==> src/rtl/lsu_ctrl_pkg.sv <==
// Shared LSU types: lane-mask codes, FSM states, mask legality helper.
// Imported by the LSU interface, lane aligner and controller.
package lsu_ctrl_pkg;

  localparam logic [3:0] MEM_MASK_BYTE = 4'b0001;
  localparam logic [3:0] MEM_MASK_HALF = 4'b0011;
  localparam logic [3:0] MEM_MASK_WORD = 4'b1111;

  typedef enum logic [1:0] {
    LSU_IDLE = 2'd0,
    LSU_BUSY = 2'd1,
    LSU_DONE = 2'd2
  } lsu_state_t;

  function automatic logic mask_legal(
    input logic [3:0] m
  );
    return (m == MEM_MASK_BYTE) ||
           (m == MEM_MASK_HALF) ||
           (m == MEM_MASK_WORD);
  endfunction

endpackage

==> src/rtl/lsu_ctrl_if.sv <==
// Data-memory bus: valid/ready request with word address, byte enables,
// write data and read data. master = LSU, slave = memory.
interface lsu_ctrl_if;

  logic        bus_valid;
  logic        bus_ready;
  logic        bus_we;
  logic [31:0] bus_addr;
  logic [3:0]  bus_be;
  logic [31:0] bus_wdata;
  logic [31:0] bus_rdata;

  modport master (
    output bus_valid, bus_we, bus_addr, bus_be, bus_wdata,
    input  bus_ready, bus_rdata
  );

  modport slave (
    input  bus_valid, bus_we, bus_addr, bus_be, bus_wdata,
    output bus_ready, bus_rdata
  );

endinterface

==> src/rtl/lsu_lane_align.sv <==
// Combinational lane steering: off/mask -> byte enables, misalignment,
// shifted store data and zero-extended right-aligned load data.
module lsu_lane_align
  import lsu_ctrl_pkg::*;
(
  input  logic [1:0]  off,
  input  logic [3:0]  mask,
  input  logic [31:0] wdata,
  input  logic [31:0] rword,
  output logic [3:0]  be,
  output logic        misaligned,
  output logic [31:0] wdata_sh,
  output logic [31:0] rdata_ext
);

  logic [7:0]  be_wide;
  logic [31:0] keep;

  always_comb begin
    be_wide    = {4'b0000, mask} << off;
    be         = be_wide[3:0];
    // any lane pushed past byte 3 crosses the word boundary
    misaligned = (|be_wide[7:4]) || !mask_legal(mask);
    wdata_sh   = wdata << {off, 3'b000};
    keep       = {{8{mask[3]}}, {8{mask[2]}},
                  {8{mask[1]}}, {8{mask[0]}}};
    rdata_ext  = (rword >> {off, 3'b000}) & keep;
  end

endmodule

==> src/rtl/lsu_ctrl.sv <==
// Load/store controller: one aligned bus transaction per request, stalls
// the pipeline until done or timed out. Ports: req_*, stall, rdata*, err_*, bus.
module lsu_ctrl
  import lsu_ctrl_pkg::*;
#(
  parameter int unsigned TIMEOUT = 255
) (
  input  logic        clk,
  input  logic        rst,
  input  logic        req_read,
  input  logic        req_write,
  input  logic [3:0]  req_mask,
  input  logic [31:0] req_addr,
  input  logic [31:0] req_wdata,
  output logic        stall,
  output logic [31:0] rdata,
  output logic        rdata_valid,
  output logic        err_misaligned,
  output logic        err_timeout,
  lsu_ctrl_if.master  bus
);

  localparam logic [7:0] TO_LIM = 8'(TIMEOUT);

  lsu_state_t  state;
  logic [7:0]  cnt;
  logic [1:0]  off_q;
  logic [3:0]  mask_q;
  logic        go;
  logic        idle;
  logic [1:0]  off_sel;
  logic [3:0]  mask_sel;
  logic [3:0]  be;
  logic        mis;
  logic [31:0] wsh;
  logic [31:0] rext;

  assign go   = req_read | req_write;
  assign idle = (state == LSU_IDLE);

  // request fields while issuing, latched fields while on the bus
  assign off_sel  = idle ? req_addr[1:0] : off_q;
  assign mask_sel = idle ? req_mask      : mask_q;

  lsu_lane_align u_align (
    .off        (off_sel),
    .mask       (mask_sel),
    .wdata      (req_wdata),
    .rword      (bus.bus_rdata),
    .be         (be),
    .misaligned (mis),
    .wdata_sh   (wsh),
    .rdata_ext  (rext)
  );

  assign stall = (idle && go && !rst) || (state == LSU_BUSY);

  always_ff @(posedge clk) begin
    if (rst) begin
      state          <= LSU_IDLE;
      cnt            <= 8'd0;
      off_q          <= 2'd0;
      mask_q         <= 4'd0;
      rdata          <= 32'd0;
      rdata_valid    <= 1'b0;
      err_misaligned <= 1'b0;
      err_timeout    <= 1'b0;
      bus.bus_valid  <= 1'b0;
      bus.bus_we     <= 1'b0;
      bus.bus_addr   <= 32'd0;
      bus.bus_be     <= 4'd0;
      bus.bus_wdata  <= 32'd0;
    end else begin
      rdata_valid    <= 1'b0;
      err_misaligned <= 1'b0;
      err_timeout    <= 1'b0;
      unique case (state)
        LSU_IDLE: begin
          if (go && mis) begin
            err_misaligned <= 1'b1;
            rdata_valid    <= !req_write;
            rdata          <= 32'd0;
            state          <= LSU_DONE;
          end else if (go) begin
            bus.bus_valid <= 1'b1;
            bus.bus_we    <= req_write;
            bus.bus_addr  <= {req_addr[31:2], 2'b00};
            bus.bus_be    <= be;
            bus.bus_wdata <= wsh;
            off_q         <= req_addr[1:0];
            mask_q        <= req_mask;
            cnt           <= 8'd0;
            state         <= LSU_BUSY;
          end
        end
        LSU_BUSY: begin
          if (bus.bus_ready) begin
            bus.bus_valid <= 1'b0;
            rdata_valid   <= !bus.bus_we;
            if (!bus.bus_we) rdata <= rext;
            state <= LSU_DONE;
          end else if (cnt == TO_LIM) begin
            bus.bus_valid <= 1'b0;
            err_timeout   <= 1'b1;
            rdata_valid   <= !bus.bus_we;
            rdata         <= 32'd0;
            state         <= LSU_DONE;
          end else begin
            cnt <= cnt + 8'd1;
          end
        end
        LSU_DONE: state <= LSU_IDLE;
        default:  state <= LSU_IDLE;
      endcase
    end
  end

endmodule

==> src/flat_wrapper.sv <==
// flat-port wrapper written by rule: the top's interface ports become plain ports
module lsu_ctrl_flat import lsu_ctrl_pkg::*;
#(
  parameter int unsigned TIMEOUT = 255
)
  (clk, rst, req_read, req_write, req_mask, req_addr, req_wdata, stall, rdata, rdata_valid, err_misaligned, err_timeout, bus_bus_valid, bus_bus_we, bus_bus_addr, bus_bus_be, bus_bus_wdata, bus_bus_ready, bus_bus_rdata);
  lsu_ctrl_if bus_i ();
  input  logic clk;
  input  logic rst;
  input  logic req_read;
  input  logic req_write;
  input  logic [3:0] req_mask;
  input  logic [31:0] req_addr;
  input  logic [31:0] req_wdata;
  output logic stall;
  output logic [31:0] rdata;
  output logic rdata_valid;
  output logic err_misaligned;
  output logic err_timeout;
  output wire logic [$bits(bus_i.bus_valid)-1:0] bus_bus_valid;
  output wire logic [$bits(bus_i.bus_we)-1:0] bus_bus_we;
  output wire logic [$bits(bus_i.bus_addr)-1:0] bus_bus_addr;
  output wire logic [$bits(bus_i.bus_be)-1:0] bus_bus_be;
  output wire logic [$bits(bus_i.bus_wdata)-1:0] bus_bus_wdata;
  input wire logic [$bits(bus_i.bus_ready)-1:0] bus_bus_ready;
  input wire logic [$bits(bus_i.bus_rdata)-1:0] bus_bus_rdata;
  assign bus_bus_valid = bus_i.bus_valid;
  assign bus_bus_we = bus_i.bus_we;
  assign bus_bus_addr = bus_i.bus_addr;
  assign bus_bus_be = bus_i.bus_be;
  assign bus_bus_wdata = bus_i.bus_wdata;
  assign bus_i.bus_ready = bus_bus_ready;
  assign bus_i.bus_rdata = bus_bus_rdata;
  lsu_ctrl #(.TIMEOUT(TIMEOUT)) u_core (.clk(clk), .rst(rst), .req_read(req_read), .req_write(req_write), .req_mask(req_mask), .req_addr(req_addr), .req_wdata(req_wdata), .stall(stall), .rdata(rdata), .rdata_valid(rdata_valid), .err_misaligned(err_misaligned), .err_timeout(err_timeout), .bus(bus_i));
endmodule
==> config.mk <==
export PLATFORM = sky130hd
export DESIGN_NAME = lsu_ctrl_flat
export DESIGN_NICKNAME = d
export VERILOG_FILES = /design/src/rtl/lsu_ctrl_pkg.sv /design/src/rtl/lsu_ctrl_if.sv /design/src/rtl/lsu_lane_align.sv /design/src/rtl/lsu_ctrl.sv /design/src/flat_wrapper.sv
export SDC_FILE = /design/constraint.sdc
export NUM_CORES = 1
export LEC_CHECK = 0
export ABC_AREA = 1
export BUFFER_PORTS_ARGS = -buffer_cell sky130_fd_sc_hd__buf_2
export CORE_ASPECT_RATIO = 1.25
export CORE_MARGIN = 4
export CORE_UTILIZATION = 50
export DETAILED_ROUTE_END_ITERATION = 6
export PLACE_DENSITY = 0.81
export SETUP_SLACK_MARGIN = 0.2
export SLEW_MARGIN = 25
export SYNTH_ARGS = -nofsm -noshare
export SYNTH_HDL_FRONTEND = slang
export SYNTH_SLANG_ARGS = --single-unit
==> constraint.sdc <==
create_clock -name clk -period 2.4 [get_ports clk]
set_clock_uncertainty 0.2 [all_clocks]
set_input_delay 0 -clock clk [delete_from_list [all_inputs] [get_ports clk]]
set_output_delay 0 -clock clk [all_outputs]
set_load 0.02 [all_outputs]
After elaboration in Yosys (flattened, before gate mapping)
Cells that the tools add are included.
{ "totals": {"regBits": 119, "in_bits": 105, "out_inout_bits": 106, "word_cells": 84} }
{ "classes": {"n_addsub": 1, "eq_ne": 13, "n_shift": 3, "mux": 28, "bitwise": 5, "n_reduce_logical": 21} }
{ "op_table": {"columns": ["op", "n"], "rows": [
  ["32-bit 2-to-1 mux", 4],
  ["32-bit case mux with 2 select lines", 1],
  ["32-bit bitwise AND", 1],
  ["8-bit 2-to-1 mux", 4],
  ["32-bit by 5-bit << shifter with 32-bit output", 1],
  ["32-bit by 5-bit right shift with 32-bit output", 1],
  ["8-bit case mux with 2 select lines", 1],
  ["2-bit 2-to-1 mux", 5],
  ["1-bit 2-to-1 mux", 9],
  ["8-bit by 1-bit adder with 8-bit output (second input constant)", 1],
  ["8-bit == test (second input constant)", 1],
  ["2-bit != test (second input constant)", 4],
  ["4-bit AND reduction", 2],
  ["4-bit by 2-bit << shifter with 8-bit output", 1],
  ["3-bit != test (second input constant)", 2],
  ["5-bit AND reduction", 1],
  ["4-bit by 1-bit == test with 1-bit output (second input constant)", 1],
  ["4-bit by 2-bit == test with 1-bit output (second input constant)", 1],
  ["4-bit == test (second input constant)", 1],
  ["1-bit zero test", 4],
  ["1-bit logical OR", 4],
  ["4-bit 2-to-1 mux", 1],
  ["1-bit case mux with 2 select lines", 2],
  ["2-bit case mux with 2 select lines", 1],
  ["13 further kinds", 17]
]} }

Logic depth before layout (Yosys ltp)
Gate-level depths: netlist of the first run.
{ "logic_depth": {"depth_word": 10, "depth_mapped": 17, "depth_no_buf": 15} }

By module
A second synthesis of the first run with hierarchy kept.
{ "unflattened": {"cells_unflattened": 1009, "area_unflattened_um2": 6328.6} }
{ "by_module_without_submodules": {"columns": ["mod", "instances", "cells_per_inst", "area_per_inst_um2", "seq_area_each_um2"], "rows": [
  ["lsu_ctrl", 1, 724, 4888.4, 2382.3],
  ["lsu_lane_align", 1, 285, 1440.1, 0.0]
]} }

Worst setup path before layout of the first run
No wires, ideal clock.
{ "synth_path": {"kind": "flip-flop to flip-flop", "startpoint": "reg u_core.cnt[0]", "endpoint": "reg u_core.rdata[29]", "setup_time_ns": 0.113, "arrival_time_ns": 1.870, "required_time_ns": 2.087, "slack_ns": 0.218, "stages_incl_launch_ff": 17, "path_buffers": 2, "synth_period_minus_slack_ns": 2.182, "path_cell_list": "dfxtp_1 ha_1 nand2_1 inv_2 nand2_1 nor2_1 nand2_1 nor2_1 nand2_1 nand3_2 inv_2 nor2_2 nand2_2 buf_6 buf_6 nor2_1 nor2_1"} }
{ "synth_via": {"elab_chain_cells": 3} }
{ "synth_rtl": {"columns": ["item", "line_no", "source"], "rows": [
  ["start, declared", "lsu_ctrl.sv:26", "logic [7:0] cnt;"],
  ["start signal, assigned", "lsu_ctrl.sv:109", "cnt <= cnt + 8'd1;"],
  ["8-bit == test", "lsu_ctrl.sv:102", "end else if (cnt == TO_LIM) begin"],
  ["3-bit != test (no source line)", null, null],
  ["4-bit AND reduction (no source line)", null, null],
  ["end signal, assigned", "lsu_ctrl.sv:100", "if (!bus.bus_we) rdata <= rext;"],
  ["end, declared", "lsu_ctrl.sv:16", "output logic [31:0] rdata,"]
]} }
Every way passes these cells.
A chain may end at the register's enable or synchronous reset.

Worst setup path in the final report of the first run
{ "layout_path": {"startpoint": "reg u_core.state[0]", "endpoint": "reg u_core.bus.bus_wdata[1]"} }
{ "layout_via": {"elab_chain_cells": 10, "word_cells_on_any_way": 16, "cone_classes": "3 x eq/ne; 2 x shift; 2 x mux; 1 x bitwise; 8 x reduce/logical"} }
{ "layout_rtl": {"columns": ["item", "line_no", "source"], "rows": [
  ["start, declared", "lsu_ctrl.sv:25", "lsu_state_t state;"],
  ["start signal, assigned", "lsu_ctrl.sv:60", "state <= LSU_IDLE;"],
  ["start signal, assigned", "lsu_ctrl.sv:83", "state <= LSU_DONE;"],
  ["start signal, assigned", "lsu_ctrl.sv:93", "state <= LSU_BUSY;"],
  ["2-bit zero test (*)", "lsu_ctrl.sv:39, lsu_ctrl.sv:77", null],
  ["4-bit 2-to-1 mux", "lsu_ctrl.sv:43", "assign mask_sel = idle ? req_mask : mask_q;"],
  ["4-bit by 1-bit == test with 1-bit output / 4-bit by 2-bit == test with 1-bit output (equally long branches)", "lsu_ctrl_pkg.sv:18, lsu_ctrl_pkg.sv:19", null],
  ["1-bit logical OR", "lsu_ctrl_pkg.sv:18", "return (m == MEM_MASK_BYTE) ||"],
  ["1-bit logical OR", "lsu_ctrl_pkg.sv:19", "(m == MEM_MASK_HALF) ||"],
  ["1-bit zero test", "lsu_lane_align.sv:23", "misaligned = (|be_wide[7:4]) || !mask_legal(mask);"],
  ["1-bit logical OR", "lsu_lane_align.sv:23", null],
  ["1-bit logical AND", "lsu_ctrl.sv:79", "if (go && mis) begin"],
  ["1-bit inverter (no source line)", null, null],
  ["3-bit AND reduction (no source line)", null, null],
  ["end signal, assigned", "lsu_ctrl.sv:89", "bus.bus_wdata <= wsh;"],
  ["end, declared", "lsu_ctrl_if.sv:14", "output bus_valid, bus_we, bus_addr, bus_be, bus_wdata,"]
]} }
Every way passes the cells marked *; elsewhere a longest branch is shown, timed or not.

==> insert_results.sql, run 1 <==
INSERT INTO impl_metrics (metric_group, metric, value, unit) VALUES
('routing', 'detail_route.drc_violations', '5', ''),
('final_layout', 'finish.net_count', '1313', ''),
('logic_synthesis', 'synth-async-reset-ratio', '0', '%'),
('routing', 'first_pass_iters', '7', ''),
('power_and_ir_drop', 'vdd.ir_drop.worst', '536', 'µV'),
('die', 'top_level_ports', '211', ''),
('logic_synthesis', 'synth.yosys.seq_area_share', '41.2', '%'),
('sta', 'period_minus_slack', '2.30', 'ns'),
('sta', 'fin_setup_tns', '0', 'ns'),
('logic_synthesis', 'post_synth_num_cell_types', '37', ''),
('clocking', 'clock_path_buffers', '2', ''),
('sta', 'timing_max_transition_violations_final', '0', ''),
('placement', 'placed_cells', '1190', ''),
('die', 'die_area', '0.0134', 'mm²'),
('routing', 'dr_total_vias', '7694', ''),
('routing', 'routed_wire_length_per_instance', '18.5', 'µm'),
('sta', 'max_slew_margin', '44.5', '%'),
('setup_path', 'timing.critical_path.slowest_cell_delay', '0.37', 'ns'),
('final_layout', 'post_layout_nonfiller_instances', '1355', ''),
('logic_synthesis', 'ys_top_cells_by_area', 'sky130_fd_sc_hd__dfxtp_1 41%, sky130_fd_sc_hd__nand2_1 16%, sky130_fd_sc_hd__nor2_1 9.0%', ''),
('routing', 'via_per_inst', '5.68', ''),
('logic_synthesis', 'post_synth_most_frequent_cells', '246 x sky130_fd_sc_hd__nand2_1, 139 x sky130_fd_sc_hd__nor2_1, 119 x sky130_fd_sc_hd__dfxtp_1, 87 x sky130_fd_sc_hd__a21oi_1, 69 x sky130_fd_sc_hd__o21ai_0', ''),
('clocking', 'cts_tree', 'yes', ''),
('sta', 'final.period_utilization', '96.0', '%'),
('global_routing', 'grt_pass1_wl', '34500', 'µm'),
('global_routing', 'grt_util_all_layers', '31.8', '%'),
('die', 'rows', '43', ''),
('logic_synthesis', 'mappedNetlistArea', '0.00578', 'mm²'),
('setup_path', 'worst_setup_path_end_kind', 'register', ''),
('setup_path', 'critical-path-slowest-cell', 'sky130_fd_sc_hd__dfxtp_4', ''),
('final_layout', 'layout_cell_share_with_drive_strength_beyond_1', '31.4', '%'),
('outcome', 'failed_checks', 'design-rule violations', ''),
('global_routing', 'number_of_antenna_violations_at_the_first_check_in_global_routing', '2', ''),
('die', 'width_of_the_chip', '104', 'µm'),
('final_layout', 'area_delta_synth_final', '62.4', '%'),
('setup_path', 'crit_path_max_fanout', '9', ''),
('placement', 'dp.final_hpwl', '12600', 'µm'),
('clocking', 'cts_num_sinks', '119', ''),
('placement', 'io_buffers', '208', ''),
('setup_path', 'worst_setup_path_start_kind', 'register', ''),
('sta', 'report.final.hold_viol_count', '0', ''),
('logic_synthesis', 'synth_ff_type', 'sky130_fd_sc_hd__dfxtp_1', ''),
('logic_synthesis', 'synth_edf_count', '0', ''),
('logic_synthesis', 'yosys.area.top_type', 'sky130_fd_sc_hd__dfxtp_1', ''),
('setup_path', 'crit_chain', 'inv_2, nand2_4, nand2_1, nand2_2, nor2_1, nand2_2, a21oi_2, nand4_4, buf_12, inv_8, clkbuf_16, o21ai_0, nor2_1', ''),
('clocking', 'clkTransAtPathRegs', '0.06', 'ns'),
('placement', 'finalWeightedCongestion', '0.950', ''),
('power_and_ir_drop', 'power-per-cell-area', '813', 'mW/mm²'),
('sta', 'tightest_slew', '0.832', 'ns'),
('outcome', 'outcome', 'finished with violations', ''),
('sta', 'max_freq', '434', 'MHz'),
('routing', 'detail-route-antenna-nets', '0', ''),
('die', 'core_region_area', '0.0112', 'mm²'),
('logic_synthesis', 'ys_warn_count', '0', ''),
('routing', 'violation_count_after_the_first_detailed_routing_iteration', '819', ''),
('final_layout', 'layout.core_utilization', '83.9', '%'),
('setup_path', 'rrSetupSlack', '0.1', 'ns'),
('logic_synthesis', 'number_of_synthesized_register_bits', '119', ''),
('sta', 'rsz0062_at_grt', 'yes', ''),
('setup_path', 'timing.critical_path.arrival', '2.45', 'ns'),
('min_path', 'worst_hold_path_type', 'primary input to register', ''),
('routing', 'route.final.wire_length', '25000', 'µm'),
('global_routing', 'pin_count_of_the_biggest_net_entering_global_routing', '70', ''),
('logic_synthesis', 'synthDominantCellAreaShare', '41.2', '%'),
('power_and_ir_drop', 'leakage', '4.40', 'nW'),
('clocking', 'number_of_cts_inserted_buffers', '17', ''),
('sta', 'setup_violations', '0', ''),
('setup_path', 'critical_path_required', '2.54', 'ns'),
('sta', 'final_hold_slack', '0.0806', 'ns'),
('clocking', 'clock_tree.htree_level_count', '4', ''),
('run', 'number_of_violations_of_the_max_capacitance_limit', '0', '');
-- state kept, by name (all words and copies together) (netlist names) --
| signal | flops |
|---|---|
| u_core.err_timeout | 1 |
| u_core.bus.bus_valid | 1 |
| u_core.err_misaligned | 1 |
| u_core.off_q | 2 |
| u_core.mask_q | 4 |
| u_core.bus.bus_addr | 30 |
| u_core.bus.bus_we | 1 |
| u_core.rdata | 32 |
| u_core.state | 2 |
| u_core.rdata_valid | 1 |
| u_core.bus.bus_be | 4 |
| u_core.cnt | 8 |
| u_core.bus.bus_wdata | 32 |
-- stage by stage --
| step | power, mW | cell area [µm²] | setup WS [ns] |
|---|---|---|---|
| after floorplan | 3.79 | 5790 | 0.218 |
| after global placement | 4.37 | 6980 | 0.138 |
| after detailed placement | 4.39 | 6980 | 0.107 |
| after CTS | 6.96 | 8630 | 0.192 |
| after global routing | 7.94 | 9390 | -0.00780 |
| final | 7.64 | 9390 | 0.0961 |
-- routing by layer --
| metal | part of all wire (%) | global-route usage [%] | vias to the layer above | wire (µm) |
|---|---|---|---|---|
| met5 | 0 | 0 | - | 0 |
| met4 | 6.9 | 19.2 | 0 | 1720 |
| met3 | 11 | 10.7 | 161 | 2880 |
| met2 | 46 | 52.9 | 617 | 11600 |
| met1 | 35 | 35.3 | 3421 | 8850 |
| li1 | - | - | 3495 | - |
-- worst paths after layout --
| kind | endpoint | cells after the start | start |
|---|---|---|---|
| max | u_core.bus.bus_wdata[1]$_SDFFE_PP0P_ | 13 | u_core.state[0]$_SDFFE_PP0P_ |
| min | u_core.rdata[5]$_SDFFE_PP0P_ | 7 | bus_bus_rdata[5] |
| max reg2reg | u_core.bus.bus_wdata[1]$_SDFFE_PP0P_ | 13 | u_core.state[0]$_SDFFE_PP0P_ |
| min reg2reg | u_core.bus.bus_wdata[12]$_SDFFE_PP0P_ | 2 | u_core.bus.bus_wdata[12]$_SDFFE_PP0P_ |
-- cell usage in the layout, fill, tap and decap left out, drive strengths merged, types with 2 or more instances in the layout --
cell type	Yosys	layout
and3	2	2
clkinv	0	5
conb	1	2
inv	53	53
o21ai	72	72
nand2	252	252
o22ai	12	12
dlygate4sd3	0	102
mux2i	8	8
a21oi	88	88
a31oi	11	11
buf	29	254
o22a	2	2
nand3	37	37
or2	4	4
dfxtp	119	119
nand4	2	2
clkbuf	31	34
nor2	141	142
clkinvlp	0	2
nor3	6	6
diode	0	2
-- what timing repair did --
item,in CTS,in global routing
setup buffers,4,10
hold endpoints to repair,105,0
endpoints found under the setup margin,103,115
hold buffers,103,0
pin swaps,3,36
cloned,1,15
gates resized for setup,9,101
-- kinds of logic after synthesis --
kind of cell / Yosys count / synth area share [%]
other: 1 / 0.0648
adder cells (fa/ha/maj): 1 / 0.216
AND/OR/NAND/NOR: 445 / 31.1
XOR/XNOR: 1 / 0.151
multiplexers: 8 / 1.38
buffers and inverters: 113 / 8.70
flip-flops: 119 / 41.2
AO/OA/AOI/OAI: 189 / 17.2
-- worst max-delay path: cells and delay by family, from the launching register on --
family                 cells  cell delay, ns
buffers and inverters      4            0.52
AOI/OAI and AO/OA          2            0.33
DFF                        1            0.37
and+or+nand+nor            7            0.81
-- layout make-up --
cell class	instances	area, µm²
Clock inverter	8	73.8
Clock buffer	22	484
Sequential cell	119	2400
Tap cell	135	169
Fill cell	619	1800
Timing Repair Buffer	369	2860
Antenna cell	2	5.00
Multi-Input combinational cell	647	3200
Inverter	53	209
-- power breakdown --
group | switching (mW) | leakage (nW) | internal (mW)
sequential | 0.137 | 0.970 | 2.19
clock | 0.915 | 0.274 | 1.51
combinational | 1.73 | 3.16 | 1.15
total | 2.78 | 4.40 | 4.85
Power figures use the tool's default switching activity.
==> run 2, diff against run 1 <==
- ABC_AREA: 1 -> default
- PLACE_DENSITY: 0.81 -> 0.8
- SETUP_SLACK_MARGIN: 0.2 -> default
==> run 2 against run 1 <==
  * The flow still finishes with violations (design-rule violations)
  * Core utilization fell by 7.5 points
  * Non-clock buffer count fell by 19
  * Register-to-register slack got worse by 0.07 ns
  * Clock-buffer cell count did not move
  * Largest power group is now clock
  * Worst setup slack got worse by 0.072 ns
  * Via count fell by 4.8%
  * Die area rose by 3.4%
  * Power fell by 13%
  * Worst hold slack got worse by 0.015 ns
==> insert_results.sql, run 2 <==
INSERT INTO impl_metrics (metric_group, metric, value, unit) VALUES
('setup_path', 'timing.rr.end', 'u_core.rdata[3]$_SDFFE_PP0P_', ''),
('final_layout', 'mostFrequentLayoutCell', 'sky130_fd_sc_hd__buf_2', ''),
('final_layout', 'layout_cell_share_with_drive_strength_beyond_1', '31.3', '%'),
('sta', 'report.final.hold_viol_count', '0', ''),
('power_and_ir_drop', 'power-per-cell-area', '742', 'mW/mm²'),
('die', 'width_of_the_chip', '106', 'µm'),
('clocking', 'cts_root_buffer', 'sky130_fd_sc_hd__clkbuf_16', ''),
('placement', 'io_buffers', '208', ''),
('logic_synthesis', 'post-synth-top-count-cell', 'sky130_fd_sc_hd__dfxtp_1', ''),
('sta', 'period_minus_slack', '2.38', 'ns'),
('sta', 'final.period_utilization', '99.0', '%'),
('power_and_ir_drop', 'p_total', '6.62', 'mW'),
('clocking', 'clock_path_buffers', '2', ''),
('sta', 'final_critical_path_setup_slack', '0.0236', 'ns'),
('setup_path', 'worst_setup_path_start_kind', 'register', ''),
('setup_path', 'critical-path-slowest-cell', 'sky130_fd_sc_hd__mux2i_1', ''),
('logic_synthesis', 'yosys.area.top_type', 'sky130_fd_sc_hd__dfxtp_1', ''),
('setup_path', 'rrSetupSlack', '0.02', 'ns'),
('setup_path', 'timing.critical_path.mode_cell', 'sky130_fd_sc_hd__buf_4', ''),
('die', 'floorplan.die.height', '130', 'µm'),
('setup_path', 'crit_chain', 'buf_4, nor2_1, buf_4, mux2i_1, buf_4, a2bb2oi_1, a32o_1', ''),
('global_routing', 'via_count_of_the_first_global_routing_pass', '7308', ''),
('setup_path', 'timing.critical_path.arrival', '2.54', 'ns'),
('setup_path', 'rr_worst_depth', '7', ''),
('logic_synthesis', 'synthDominantCellAreaShare', '39.7', '%'),
('logic_synthesis', 'post_synth_num_cell_types', '66', ''),
('die', 'core_region_area', '0.0117', 'mm²'),
('clocking', 'cts_tree', 'yes', ''),
('outcome', 'failed_checks', 'design-rule violations', ''),
('clocking', 'worst_skew_pair.late_latency', '0.42', 'ns'),
('min_path', 'hp-start', 'rst', ''),
('final_layout', 'final.fill_count', '797', ''),
('logic_synthesis', 'ys_warn_count', '0', ''),
('placement', 'post-place-ws', '0.0647', 'ns'),
('routing', 'routed_wire_length_per_instance', '21.5', 'µm'),
('setup_path', 'timing.critical_path.slowest_cell_delay', '0.49', 'ns'),
('die', 'die_area', '0.0138', 'mm²'),
('clocking', 'post_cts_buffers', '0', ''),
('setup_path', 'worstReg2RegStart', 'u_core.state[1]$_SDFFE_PP0P_', ''),
('logic_synthesis', 'netlist_instances', '670', ''),
('global_routing', 'pin_count_of_the_biggest_net_entering_global_routing', '62', ''),
('min_path', 'min_delay_path_depth', '3', ''),
('logic_synthesis', 'ys_top_cells_by_area', 'sky130_fd_sc_hd__dfxtp_1 40%, sky130_fd_sc_hd__mux2i_1 6.0%, sky130_fd_sc_hd__a21oi_1 5.5%', ''),
('setup_path', 'worst-setup-path-type', 'register to register', ''),
('logic_synthesis', 'synth_ff_type', 'sky130_fd_sc_hd__dfxtp_1', ''),
('power_and_ir_drop', 'vdd.ir_drop.worst', '523', 'µV'),
('clocking', 'number_of_cts_inserted_buffers', '17', ''),
('sta', 'tightest_slew', '0.613', 'ns'),
('clocking', 'cts_num_sinks', '119', ''),
('sta', 'fin_setup_tns', '0', 'ns'),
('setup_path', 'crit_path_max_fanout', '12', ''),
('routing', 'route.final.wire_length', '24400', 'µm'),
('logic_synthesis', 'post_synth_most_frequent_cells', '119 x sky130_fd_sc_hd__dfxtp_1, 66 x sky130_fd_sc_hd__a21oi_1, 52 x sky130_fd_sc_hd__nand2_1, 39 x sky130_fd_sc_hd__nand4_1, 38 x sky130_fd_sc_hd__o31ai_1', ''),
('logic_synthesis', 'synth_area_per_cell', '8.95', 'µm²'),
('sta', 'timing_max_transition_violations_final', '0', ''),
('power_and_ir_drop', 'leakage', '3.87', 'nW'),
('logic_synthesis', 'mappedNetlistArea', '0.00600', 'mm²'),
('die', 'rows', '44', ''),
('sta', 'max_slew_margin', '59.1', '%'),
('routing', 'detail_route.drc_violations', '16', ''),
('clocking', 'clkTransAtPathRegs', '0.05', 'ns'),
('setup_path', 'critPathTopFamily', 'buffers and inverters', ''),
('final_layout', 'area_delta_synth_final', '48.7', '%'),
('final_layout', 'finish.net_count', '1067', ''),
('logic_synthesis', 'synth_edf_count', '0', ''),
('outcome', 'outcome', 'finished with violations', ''),
('sta', 'setup_violations', '0', ''),
('setup_path', 'worst_setup_path_end_kind', 'register', ''),
('clocking', 'clock_tree.htree_level_count', '4', ''),
('setup_path', 'buffers_and_inverters_on_the_worst_path', '3', ''),
('logic_synthesis', 'number_of_synthesized_register_bits', '119', ''),
('min_path', 'hold_path_end', 'u_core.mask_q[1]$_SDFFE_PP0P_', ''),
('routing', 'violation_count_after_the_first_detailed_routing_iteration', '729', ''),
('die', 'top_level_ports', '211', ''),
('sta', 'rsz0062_at_grt', 'yes', ''),
('run', 'number_of_violations_of_the_max_capacitance_limit', '0', ''),
('logic_synthesis', 'synth-async-reset-ratio', '0', '%'),
('global_routing', 'grt_pass1_wl', '37500', 'µm'),
('global_routing', 'overflow', '0', ''),
('placement', 'finalWeightedCongestion', '0.904', ''),
('sta', 'max_freq', '421', 'MHz'),
('global_routing', 'grt_util_all_layers', '34.4', '%'),
('min_path', 'worst_hold_path_type', 'primary input to register', ''),
('logic_synthesis', 'synth.yosys.seq_area_share', '39.7', '%'),
('sta', 'final_hold_slack', '0.0661', 'ns'),
('final_layout', 'most_frequent_cells_in_the_layout', '208 x sky130_fd_sc_hd__buf_2, 119 x sky130_fd_sc_hd__dfxtp_1, 103 x sky130_fd_sc_hd__dlygate4sd3_1', ''),
('final_layout', 'biggestRegsByFlops', 'u_core.bus.bus_wdata x32, u_core.rdata x32, u_core.bus.bus_addr x30', ''),
('die', 'initial_core_util', '51.4', '%'),
('routing', 'via_per_inst', '6.43', ''),
('setup_path', 'critical_path_required', '2.56', 'ns'),
('global_routing', 'number_of_antenna_violations_at_the_first_check_in_global_routing', '0', ''),
('routing', 'detail-route-antenna-nets', '0', ''),
('placement', 'dp.final_hpwl', '14600', 'µm'),
('routing', 'first_pass_iters', '7', ''),
('routing', 'dr_total_vias', '7328', '');
==> run 2: changes by cell type after synthesis, moves of 37 or more <==
| cell | delta |
|---|---|
| sky130_fd_sc_hd__inv_1 | -46 |
| sky130_fd_sc_hd__nand2_1 | -194 |
| sky130_fd_sc_hd__nand4_1 | +38 |
| sky130_fd_sc_hd__nor2_1 | -127 |
| sky130_fd_sc_hd__o21ai_0 | -45 |
| sky130_fd_sc_hd__o31ai_1 | +37 |
==> run 2: layout make-up <==
class	instances	area (µm²)	share of cell area (%)
antenna	4	10.0	0.112
clock buffer	22	454	5.09
clock inverter	10	128	1.43
inverter	4	15.0	0.168
multi-input combinational	469	3270	36.7
sequential	119	2380	26.7
tap	161	201	2.26
timing repair buffer	350	2460	27.5
==> run 2: how the worst max path moves through the flow <==
stage / start / to / cells after the start
floorplan: u_core.state[0]$_SDFFE_PP0P_ / u_core.bus.bus_we$_SDFFE_PP0P_ / 7
CTS: u_core.state[1]$_SDFFE_PP0P_ / u_core.cnt[2]$_SDFFE_PP0P_ / 6
finish: u_core.state[1]$_SDFFE_PP0P_ / u_core.rdata[3]$_SDFFE_PP0P_ / 7
global route: u_core.state[1]$_SDFFE_PP0P_ / u_core.bus.bus_wdata[25]$_SDFFE_PP0P_ / 8
global placement: u_core.state[1]$_SDFFE_PP0P_ / u_core.rdata[3]$_SDFFE_PP0P_ / 6
detailed placement: u_core.state[1]$_SDFFE_PP0P_ / u_core.cnt[2]$_SDFFE_PP0P_ / 6
==> run 2: cells by family after synthesis <==
kind of cell / count (synthesis) / synth area share (%)
compound gates: 245 / 29.1
simple gates: 174 / 15.9
flops: 119 / 39.7
buf+inv: 83 / 6.84
mux: 47 / 8.07
fa+ha+maj: 1 / 0.209
other cells: 1 / 0.0625
==> run 2: tightest hold or removal path: stages <==
cell and delay [ns]:
sky130_fd_sc_hd__buf_2 0.15, sky130_fd_sc_hd__buf_4 0.31, sky130_fd_sc_hd__a21oi_1 0.18
==> run 2: layer usage <==
| metal | part of all wire (%) | vias up | track usage (%) |
|---|---|---|---|
| li1 | - | 3175 | - |
| met1 | 34 | 3432 | 36.9 |
| met2 | 49 | 545 | 59.6 |
| met4 | 7.3 | 0 | 22.5 |
| met5 | 0 | - | 0 |
| met3 | 9.3 | 176 | 10.0 |
==> run 2: repair_timing <==
action	CTS	global route
hold buffers	103	0
endpoints found under the setup margin	0	79
gates resized for setup	0	10
endpoints found under the hold margin	108	0
==> run 2: stage by stage <==
| step | std cells | util [%] | area (µm²) |
|---|---|---|---|
| floorplan | 671 | - | 6000 |
| global placement | 1000 | 62.2 | 7250 |
| detailed placement | 1000 | 62.2 | 7250 |
| CTS | 1135 | 76.0 | 8870 |
| global route | 1135 | 76.3 | 8910 |
| finish | 1139 | 76.4 | 8920 |
==> run 2: report_power, final <==
part           total, mW  internal (mW)  switching (mW)
registers           2.15           2.08          0.0698
logic               1.91          0.723            1.18
clock network       2.57           1.65           0.920
==> run 3, diff against run 2 <==
- clock period: 2.4 -> 2.2 ns (I/O delays scaled with it)
==> run 3 against run 2 <==
  * Non-clock buffer count is 24 higher
  * Via count up 2.2%
  * Cell count rose by 1.6%
  * The flow finishes with violations (design-rule violations, negative setup slack)
  * Wire length increased by 5.9%
  * Largest cell class unchanged
  * Clock power rose by 16%
  * Global-route usage increased by 1.2 points
  * Core utilization increased by 3.1 points
  * Sequential power rose by 9%
  * Combinational power increased by 20%
  * First-iteration DRC count rose by 14%
  * Register-to-register slack worse by 0.24 ns
==> insert_results.sql, run 3 (synthesized netlist as in run 2, its figures left out) <==
INSERT INTO impl_metrics (metric_group, metric, value, unit) VALUES
('clocking', 'cts_tree', 'yes', ''),
('global_routing', 'pin_count_of_the_biggest_net_entering_global_routing', '82', ''),
('placement', 'dp.final_hpwl', '15000', 'µm'),
('global_routing', 'grt_pass1_wl', '38800', 'µm'),
('clocking', 'cts_num_sinks', '119', ''),
('die', 'top_level_ports', '211', ''),
('final_layout', 'finish.net_count', '1091', ''),
('power_and_ir_drop', 'power-per-cell-area', '819', 'mW/mm²'),
('routing', 'first_pass_iters', '7', ''),
('sta', 'rsz0062_at_grt', 'yes', ''),
('global_routing', 'grt.busiest_layer', 'met2', ''),
('global_routing', 'grt_util_met3', '8.89', '%'),
('clocking', 'number_of_cts_inserted_buffers', '17', ''),
('placement', 'post-place-ws', '-0.0679', 'ns'),
('die', 'floorplan.die.height', '130', 'µm'),
('min_path', 'hold_path_end', 'u_core.rdata[24]$_SDFFE_PP0P_', ''),
('global_routing', 'grt_use_met1', '39.5', '%'),
('power_and_ir_drop', 'leakage', '4.05', 'nW'),
('global_routing', 'overflow', '0', ''),
('setup_path', 'worst_setup_path_start_kind', 'register', ''),
('clocking', 'clock_path_buffers', '2', ''),
('setup_path', 'worstSetupStartpoint', 'u_core.state[1]$_SDFFE_PP0P_', ''),
('setup_path', 'crit_path_max_fanout', '12', ''),
('final_layout', 'most_frequent_cells_in_the_layout', '208 x sky130_fd_sc_hd__buf_2, 116 x sky130_fd_sc_hd__dfxtp_1, 104 x sky130_fd_sc_hd__dlygate4sd3_1', ''),
('routing', 'dr_total_vias', '7490', ''),
('setup_path', 'worstReg2RegStart', 'u_core.state[1]$_SDFFE_PP0P_', ''),
('min_path', 'worst_hold_path_type', 'primary input to register', ''),
('final_layout', 'mostFrequentLayoutCell', 'sky130_fd_sc_hd__buf_2', ''),
('clocking', 'clock_tree.htree_level_count', '4', ''),
('placement', 'io_buffers', '208', ''),
('outcome', 'outcome', 'finished with violations', ''),
('final_layout', 'sequential_cell_area', '0.00239', 'mm²'),
('final_layout', 'diodes', '0', ''),
('power_and_ir_drop', 'vdd.ir_drop.worst', '622', 'µV'),
('setup_path', 'critical-path-slowest-cell', 'sky130_fd_sc_hd__mux2i_2', ''),
('final_layout', 'multi_input_comb_area', '0.00331', 'mm²'),
('final_layout', 'layout_cell_share_with_drive_strength_beyond_1', '34.4', '%'),
('setup_path', 'crit_chain', 'buf_6, o21a_4, nor2_4, buf_12, buf_6, mux2i_2, o21ai_1, a22o_1', ''),
('die', 'initial_core_util', '51.4', '%'),
('die', 'rows', '44', ''),
('setup_path', 'worst-setup-path-type', 'register to register', ''),
('setup_path', 'timing.rr.end', 'u_core.rdata[14]$_SDFFE_PP0P_', ''),
('routing', 'detail_route.drc_violations', '1', ''),
('run', 'number_of_violations_of_the_max_capacitance_limit', '0', ''),
('global_routing', 'met2_usage', '62.2', '%'),
('die', 'core_region_area', '0.0117', 'mm²'),
('routing', 'detail-route-antenna-nets', '0', ''),
('sta', 'period_minus_slack', '2.42', 'ns'),
('placement', 'finalWeightedCongestion', '0.969', ''),
('min_path', 'hp-start', 'bus_bus_rdata[24]', ''),
('final_layout', 'final.fill_count', '743', ''),
('sta', 'max_freq', '413', 'MHz'),
('min_path', 'min_delay_path_depth', '3', ''),
('routing', 'via_per_inst', '6.47', ''),
('outcome', 'failed_checks', 'design-rule violations, negative setup slack', ''),
('routing', 'violation_count_after_the_first_detailed_routing_iteration', '832', ''),
('setup_path', 'critical_path_required', '2.31', 'ns'),
('clocking', 'clkTransAtPathRegs', '0.07', 'ns'),
('placement', 'placed_cells', '1018', ''),
('setup_path', 'rr_worst_depth', '8', ''),
('final_layout', 'area_delta_synth_final', '54.8', '%'),
('sta', 'setup_violations', '5', ''),
('sta', 'report.final.hold_viol_count', '0', ''),
('global_routing', 'grt_util_all_layers', '35.7', '%'),
('setup_path', 'timing.critical_path.arrival', '2.53', 'ns'),
('sta', 'final.period_utilization', '110', '%'),
('clocking', 'cts_root_buffer', 'sky130_fd_sc_hd__clkbuf_16', ''),
('sta', 'final_critical_path_setup_slack', '-0.220', 'ns'),
('sta', 'timing_max_transition_violations_final', '0', ''),
('die', 'die_area', '0.0138', 'mm²'),
('global_routing', 'number_of_antenna_violations_at_the_first_check_in_global_routing', '0', ''),
('setup_path', 'timing.critical_path.mode_cell', 'sky130_fd_sc_hd__buf_6', ''),
('final_layout', 'post_layout_nonfiller_instances', '1157', ''),
('setup_path', 'worst_setup_path_end_kind', 'register', ''),
('global_routing', 'via_count_of_the_first_global_routing_pass', '7377', ''),
('setup_path', 'timing.critical_path.slowest_cell_delay', '0.41', 'ns'),
('routing', 'routed_wire_length_per_instance', '22.4', 'µm'),
('clocking', 'worst_skew_pair.late_latency', '0.42', 'ns'),
('final_layout', 'biggestRegsByFlops', 'u_core.bus.bus_wdata x32, u_core.rdata x32, u_core.bus.bus_addr x30', ''),
('setup_path', 'rrSetupSlack', '-0.22', 'ns'),
('die', 'width_of_the_chip', '106', 'µm'),
('routing', 'route.final.wire_length', '25900', 'µm');
run 3: worst max-delay path by stage:
stage                                       endpoint  slack, ns  cells after the start
2_1_floorplan         u_core.bus.bus_we$_SDFFE_PP0P_       0.06                      7
3_3_place_gp           u_core.rdata[26]$_SDFFE_PP0P_       0.03                      6
3_5_place_dp    u_core.bus.bus_addr[16]$_SDFFE_PP0P_      -0.07                      6
4_1_cts        u_core.bus.bus_wdata[16]$_SDFFE_PP0P_       0.01                      7
5_1_grt                u_core.rdata[14]$_SDFFE_PP0P_      -0.22                      8
6_report               u_core.rdata[14]$_SDFFE_PP0P_      -0.22                      8
run 3: critical path: cells and delay by family, from the launching register on:
kind | cells | cell delay, ns
compound gates | 3 | 0.66
buf+inv | 3 | 0.46
mux | 1 | 0.41
flops | 1 | 0.37
simple gates | 1 | 0.20
run 3: layer usage:
layer / part of all wire [%] / vias up
met4: 7.7 / 0
li1: - / 3225
met1: 34 / 3473
met3: 9.4 / 207
met2: 49 / 585
met5: 0 / -
run 3: timing repair:
action | CTS | global route
endpoints found under the hold margin | 109 | 0
setup endpoints to repair | 83 | 112
hold buffers | 104 | 0
gates cloned | 0 | 2
buffers inserted | 0 | 3
pin swaps | 0 | 5
resized for setup | 6 | 31
run 3: where the power goes:
| group | internal, mW | switching [mW] |
|---|---|---|
| registers | 2.27 | 0.0780 |
| logic | 0.928 | 1.36 |
| clock network | 1.95 | 1.03 |
| total | 5.14 | 2.46 |
run 3: layout make-up:
type / count / share of cell area (%)
inverter: 4 / 0.162
tap: 161 / 2.17
multi-input combinational: 469 / 35.7
clock buffer: 23 / 5.47
timing repair buffer: 374 / 29.5
sequential: 119 / 25.7
clock inverter: 7 / 1.25
run 3: metrics by stage:
stage	utilization, %	setup TNS (ns)	area (µm²)	hold slack [ns]	total power [mW]
finish	79.5	-0.318	9280	0.161	7.61
global route	79.5	-0.748	9280	0.183	7.82
CTS	78.0	0	9100	0.157	7.33
detailed placement	63.6	-1.58	7420	0.0495	4.26
global placement	63.6	0	7420	0.0421	4.22
floorplan	-	0	6000	-0.101	3.57
